## src/rtl/key_fifo.sv

```systemverilog
// rtl/key_fifo.sv - first-word-fall-through key FIFO with sticky overflow and drop/overwrite full policy
module key_fifo #(
    parameter int DATA_W   = 8,
    parameter int DEPTH    = 16,
    parameter int OVW_MODE = 0
) (
    input  logic                       clk,
    input  logic                       rst,
    input  logic                       kv,
    input  logic [DATA_W-1:0]          kd,
    input  logic                       rd_en,
    output logic                       rd_valid,
    output logic [DATA_W-1:0]          rd_data,
    output logic [$clog2(DEPTH):0]     count,
    output logic                       full,
    output logic                       empty,
    output logic                       ovf,
    input  logic                       clr_ovf
);

    localparam int AW = $clog2(DEPTH);
    localparam logic [AW-1:0] PTR_ONE  = AW'(1);
    localparam logic [AW:0]   CNT_ONE  = (AW + 1)'(1);
    localparam logic [AW:0]   CNT_FULL = (AW + 1)'(DEPTH);

    logic [DATA_W-1:0] mem [DEPTH];
    logic [AW-1:0]     head;
    logic [AW-1:0]     tail;
    logic [AW:0]       occ;
    logic              ovf_q;

    logic              is_full;
    logic              is_empty;
    logic              do_push;
    logic              do_pop;
    logic              ovr_hit;
    logic              overwrite;
    logic              wr_en;
    logic              head_adv;

    // Decode push/pop/overflow qualifiers from the current occupancy.
    // A push into a full FIFO is only an overflow when no pop frees a slot
    // in the same cycle; overwrite mode then recycles the oldest slot.
    always_comb begin
        is_full   = (occ == CNT_FULL);
        is_empty  = (occ == '0);
        do_pop    = rd_en && !is_empty;
        do_push   = kv && (!is_full || rd_en);
        ovr_hit   = kv && is_full && !rd_en;
        overwrite = ovr_hit && (OVW_MODE != 0);
        wr_en     = do_push || overwrite;
        head_adv  = do_pop || overwrite;
    end

    // Storage is not reset; pointers define which words are live.
    always_ff @(posedge clk) begin
        if (!rst && wr_en) begin
            mem[tail] <= kd;
        end
    end

    // Pointers, occupancy and sticky overflow flag.
    always_ff @(posedge clk) begin
        if (rst) begin
            head  <= '0;
            tail  <= '0;
            occ   <= '0;
            ovf_q <= 1'b0;
        end else begin
            if (wr_en) begin
                tail <= tail + PTR_ONE;
            end
            if (head_adv) begin
                head <= head + PTR_ONE;
            end
            case ({do_push, do_pop})
                2'b10:   occ <= occ + CNT_ONE;
                2'b01:   occ <= occ - CNT_ONE;
                default: occ <= occ;
            endcase
            // A new overflow wins over a coincident clear.
            if (ovr_hit) begin
                ovf_q <= 1'b1;
            end else if (clr_ovf) begin
                ovf_q <= 1'b0;
            end
        end
    end

    assign rd_valid = !is_empty;
    assign rd_data  = is_empty ? '0 : mem[head];
    assign count    = occ;
    assign full     = is_full;
    assign empty    = is_empty;
    assign ovf      = ovf_q;

endmodule

```

## config.mk

```make
export PLATFORM = sky130hd
export DESIGN_NAME = key_fifo
export DESIGN_NICKNAME = d
export VERILOG_FILES = /design/src/rtl/key_fifo.sv
export SDC_FILE = /design/constraint.sdc
export NUM_CORES = 1
export LEC_CHECK = 0
export ABC_AREA = 1
export CAP_MARGIN = 20
export CORE_MARGIN = 2
export CORE_UTILIZATION = 40
export DETAILED_ROUTE_END_ITERATION = 10
export PLACE_DENSITY = 0.61
export RECOVER_POWER = 50
export SYNTH_ARGS = -nofsm -noshare
export SYNTH_HDL_FRONTEND = slang
export SYNTH_SLANG_ARGS = --single-unit
```

## constraint.sdc

```tcl
create_clock -name clk -period 5 [get_ports clk]
set_clock_uncertainty 0.05 [all_clocks]
set_input_delay 0.75 -clock clk [delete_from_list [all_inputs] [get_ports clk]]
set_output_delay 0.75 -clock clk [all_outputs]
set_load 0.02 [all_outputs]
```

# Yosys cells after proc, flatten, opt, wreduce, memory -nomap -nowiden
# Memories as Yosys holds them, arrays and structs flattened. A register that Yosys moved wholly into a read port is not among the register bits.
# Cells that the tools add are included.
[totals]
regBits = 14
mem_bits_rw = 128
input_bits = 13
out_inout_bits = 17
wordCells = 33
memories = 1
[memory_table]
columns = ["name", "depth", "word_bits", "read_ports", "rd_ports_with_merged_regs", "write_ports", "line", "text"]
rows = [
  ["mem", 16, 8, 1, 1, 1, "26", "logic [DATA_W-1:0] mem [DEPTH];"],
]
[classes]
n_addsub = 4
eq_ne = 3
n_mux = 8
reduce_logical = 13
[op_table]
columns = ["op", "n"]
rows = [
  ["$pmux W5 S2", 1],
  ["$add A4 B1 Y4 const B", 2],
  ["$mux W4", 2],
  ["$mux W8", 1],
  ["$add A5 B1 Y5 const B", 1],
  ["$eq A5 B5 Y1 const B", 1],
  ["$logic_and A1 B1 Y1", 5],
  ["$logic_not A5 Y1", 1],
  ["$sub A5 B1 Y5 const B", 1],
  ["$logic_not A1 Y1", 4],
  ["$mux W1", 4],
  ["$reduce_bool A2 Y1", 2],
  ["$eq A2 B1 Y1 const B", 1],
  ["$eq A2 B2 Y1 const B", 1],
  ["$logic_or A1 B1 Y1", 1],
]

# Longest topological paths before layout
[depth]
depth_word = 7
ltp_mapped = 17
mapped_depth_nobuf = 17

# Least setup slack after synthesis
# Ideal clock, no wire load.
[synth_path]
path_type = "register to output"
startpoint = "register occ[2] (netlist: count[2])"
endpoint = "output port rd_data[0]"
arrival_ps = 1648
required_time_ps = 4200
path_slack_ps = 2552
path_stages_with_launch = 5
n_path_buf = 0
cell_sequence = "dfxtp_1 nor2_1 nand3_1 clkinv_1 a21oi_1"
[synth_via]
elab_chain_len = 2
[synth_rtl]
columns = ["element", "line", "text"]
rows = [
  ["start, declared", "29", "logic [AW:0] occ;"],
  ["start signal, assigned", "77", "2'b10: occ <= occ + CNT_ONE;"],
  ["start signal, assigned", "78", "2'b01: occ <= occ - CNT_ONE;"],
  ["$logic_not A5 Y1", "46", "is_empty = (occ == '0);"],
  ["via empty", "16", "output logic empty,"],
  ["$mux W8", "91", "assign rd_data = is_empty ? '0 : mem[head];"],
  ["end, declared", "13", "output logic [DATA_W-1:0] rd_data,"],
]
# The timed path passes the listed nets, and every way through them passes these cells.

==> flow_metrics.py <==
metrics = {
    "outcome": {
        "status": "finished clean",
    },
    "drt": {
        "drt-wirelength-per-cell_um": 16.9,
        "routed_wl_mm": 13.5,
        "via_per_inst": 5.19,
        "drt_iter0_drc": 352,
        "ant_nets": 0,
        "drcViolationCount": 0,
        "num_vias": 4150,
        "drt-pass1-iter-count": 4,
    },
    "grt": {
        "grt_overflow": 0,
        "grt_pass1_wl_mm": 21.8,
        "grt_max_degree": 65,
        "grt_use_total_pct": 17.8,
        "grt_pass1_vias": 4100,
        "antenna_found_initial": 0,
    },
    "hold_path": {
        "hold_path_class": "flop to flop",
        "whs_path_depth": 2,
        "hold_start": "ovf",
    },
    "synthesis": {
        "synth-compound-area-share_pct": 2.31,
        "synthAdderAreaFrac_pct": 1.82,
        "synth-seq-area-share_pct": 68.1,
        "synth_top_family_by_area": "simple AND/OR/NAND/NOR gates",
        "synthMuxAreaShare_pct": 0,
        "synthSimpleGateAreaFrac_pct": 22.5,
        "synth-xor-area-share_pct": 0.710,
        "synth_edf_count": 128,
        "synth_cell_types": 22,
        "syn_area_per_cell_um2": 10.8,
        "yosys_warnings": 0,
        "synth_cells": 571,
        "synth_top_area_share_pct": 62.3,
        "yosys_most_used_dff": "edfxtp_1",
        "syn_nets": 593,
        "ys_top_cells_by_area": "edfxtp_1, nand2_1, nand3_1",
        "yosysTopAreaCell": "edfxtp_1",
        "synthArstFlopShare_pct": 0,
        "synth_seq_cells": 146,
        "synth.most_common_cell": "nand2_1",
        "synth_commonest_cells": "nand2_1, edfxtp_1, nand3_1",
        "netlist_area_um2": 6170,
    },
    "floorplan": {
        "die_w_um": 128,
        "io_pins": 30,
        "start_util_pct": 40.8,
        "dieArea_um2": 16400,
        "fp.coreArea_um2": 15100,
        "die_y_um": 128,
        "num_rows": 45,
    },
    "timing": {
        "layout_min_cycle_time_ps": 3540,
        "drv_slew": 0,
        "rsz0062_at_grt": "no",
        "fmax_mhz": 283,
        "post-route-period-util_pct": 70.8,
        "max_slew_margin_pct": 30.7,
        "setup-violations-final": 0,
        "final.setup.tns_ps": 0,
        "worst_pin_slew_ps": 1040,
        "final_hold_viol_count": 0,
    },
    "layout": {
        "final_area_um2": 7200,
        "nets": 620,
        "final_cells": 799,
        "diodes": 0,
        "syn_to_final_growth_pct": 16.6,
        "post-route-util_pct": 47.5,
        "drive_gt1_share_pct": 5.73,
    },
    "worst_setup_path": {
        "crit_slowest_cell": "clkdlybuf4s50_1",
        "reg2reg_depth": 16,
        "endpoint_kind": "output port",
        "worstPathMaxFanout": 64,
        "worstPathRequired_ps": 4200,
        "r2r-end": "count[4]",
        "r2r_slack_ps": 2440,
        "path_depth": 8,
        "endpoint": "rd_data[4]",
        "startpoint_type": "flop",
        "path_class": "flop to output port",
        "path_buf_inv": 2,
        "cpLargestDelayFamily": "buffers and inverters",
        "cpPeakStageDelay_ps": 650,
        "worst_ep_arrival_time_ps": 2740,
        "r2r_start": "count[0]",
        "cp_common_cell": "nand2_1",
        "cp_cell_sequence": "buf_4, nand2_1, nand3_1, nand3_1, nand2_1, nand2_1, a21oi_1, clkdlybuf4s50_1",
    },
    "placed_design": {
        "post-dp-hpwl_mm": 8.42,
        "place_inst": 766,
        "dpl-instance-area_um2": 6570,
        "portBuffers": 29,
        "place_congestion": 0.795,
    },
    "clock_network": {
        "worstSkewPairLatency_ps": 420,
        "post_cts_buffers": 0,
        "cts_hold_buffers": 0,
        "cts_max_level": 4,
        "cts.path.max_buffers": 2,
        "cts_num_sinks": 146,
        "cts_tree": "built",
        "clk_pin_slew_ps": 60,
        "cts_root_buf": "clkbuf_16",
        "cts_buffers": 17,
        "cts.repair.resized": 0,
    },
    "job": {
        "maxCapViolCount": 0,
    },
    "power": {
        "powerDensity_nw_per_um2": 529,
        "peakVddDrop_mv": 0.265,
        "power_w": 0.00381,
        "leakagePower_nw": 2.68,
    },
}
-- per-stage QoR --
step                      setup WS (ps)  hold WS, ps
after global routing               1250          469
final                              1460          431
after floorplan                    2550          397
after global placement             1700          415
after detailed placement           1700          428
after CTS                          1240          439
-- cell usage in the layout (no fill, tap or decap) --
cell type        Yosys  layout
nand2_1            189     191
edfxtp_1           128     128
nand3_1            110     110
nor2_1              27      27
inv_1               24      25
a21oi_1             20      20
dfxtp_1             18      17
clkbuf_16            0      17
clkdlybuf4s50_1      0      16
dlygate4sd3_1        0      13
ha_1                 9       9
o21ai_0              6       7
clkinv_1             1       4
bufinv_16            0       4
xor2_1               3       3
buf_4                2       3
xnor2_1              2       2
inv_6                0       2
clkinvlp_4           0       2
clkinv_4             0       2
inv_2                2       1
nand4_1              1       1
o21bai_1             1       1
nand3b_1             1       1
dfxtp_2              0       1
clkbuf_1             4       1
clkinv_2             0       1
buf_16               0       1
buf_12               0       1
-- layout make-up --
class / instances / area, um^2
Clock inverter: 14 / 186
Multi-Input combinational cell: 372 / 1680
Fill cell: 1364 / 7950
Sequential cell: 146 / 4210
Inverter: 27 / 101
Clock buffer: 18 / 429
Timing Repair Buffer: 34 / 360
Tap cell: 188 / 235
-- kinds of logic after synthesis --
kind of cell | Yosys count
AO/OA/AOI/OAI | 28
XOR/XNOR | 5
adder cells (fa/ha/maj) | 9
buffers and inverters | 53
flip-flops | 146
AND/OR/NAND/NOR | 330
-- state kept, by name, indices dropped and copies added (netlist names), named ones only --
name   count
count      5
tail       4
ovf        1
mem      128
head       4
-- metal layers --
metal | global-route usage [%] | vias up | part of all wire, % | wire length [um]
li1 | - | 2008 | - | -
met1 | 23.4 | 1998 | 44 | 6010
met2 | 28.5 | 122 | 48 | 6520
met3 | 4.38 | 22 | 5.7 | 767
met4 | 6.66 | 0 | 1.6 | 222
met5 | 0 | - | 0 | 0
-- worst min path at each step --
stage / end
2_1_floorplan: flop
3_3_place_gp: head[2]
3_5_place_dp: flop
4_1_cts: flop
5_1_grt: flop
6_report: ovf
-- report_power, final --
group / internal, W / switching [W] / total, W
combinational: 0.000390 / 0.000688 / 0.00108
sequential: 0.00137 / 0.0000426 / 0.00142
clock: 0.000832 / 0.000484 / 0.00132
total: 0.00260 / 0.00121 / 0.00381
-- worst register-to-register path: cells and delay by family (launching register included) --
kind          cells  cell delay, ps
flops             1             360
simple gates     10            1300
buf+inv           4             270
fa+ha+maj         2             480
No activity file was read; power rests on OpenSTA's default activity.
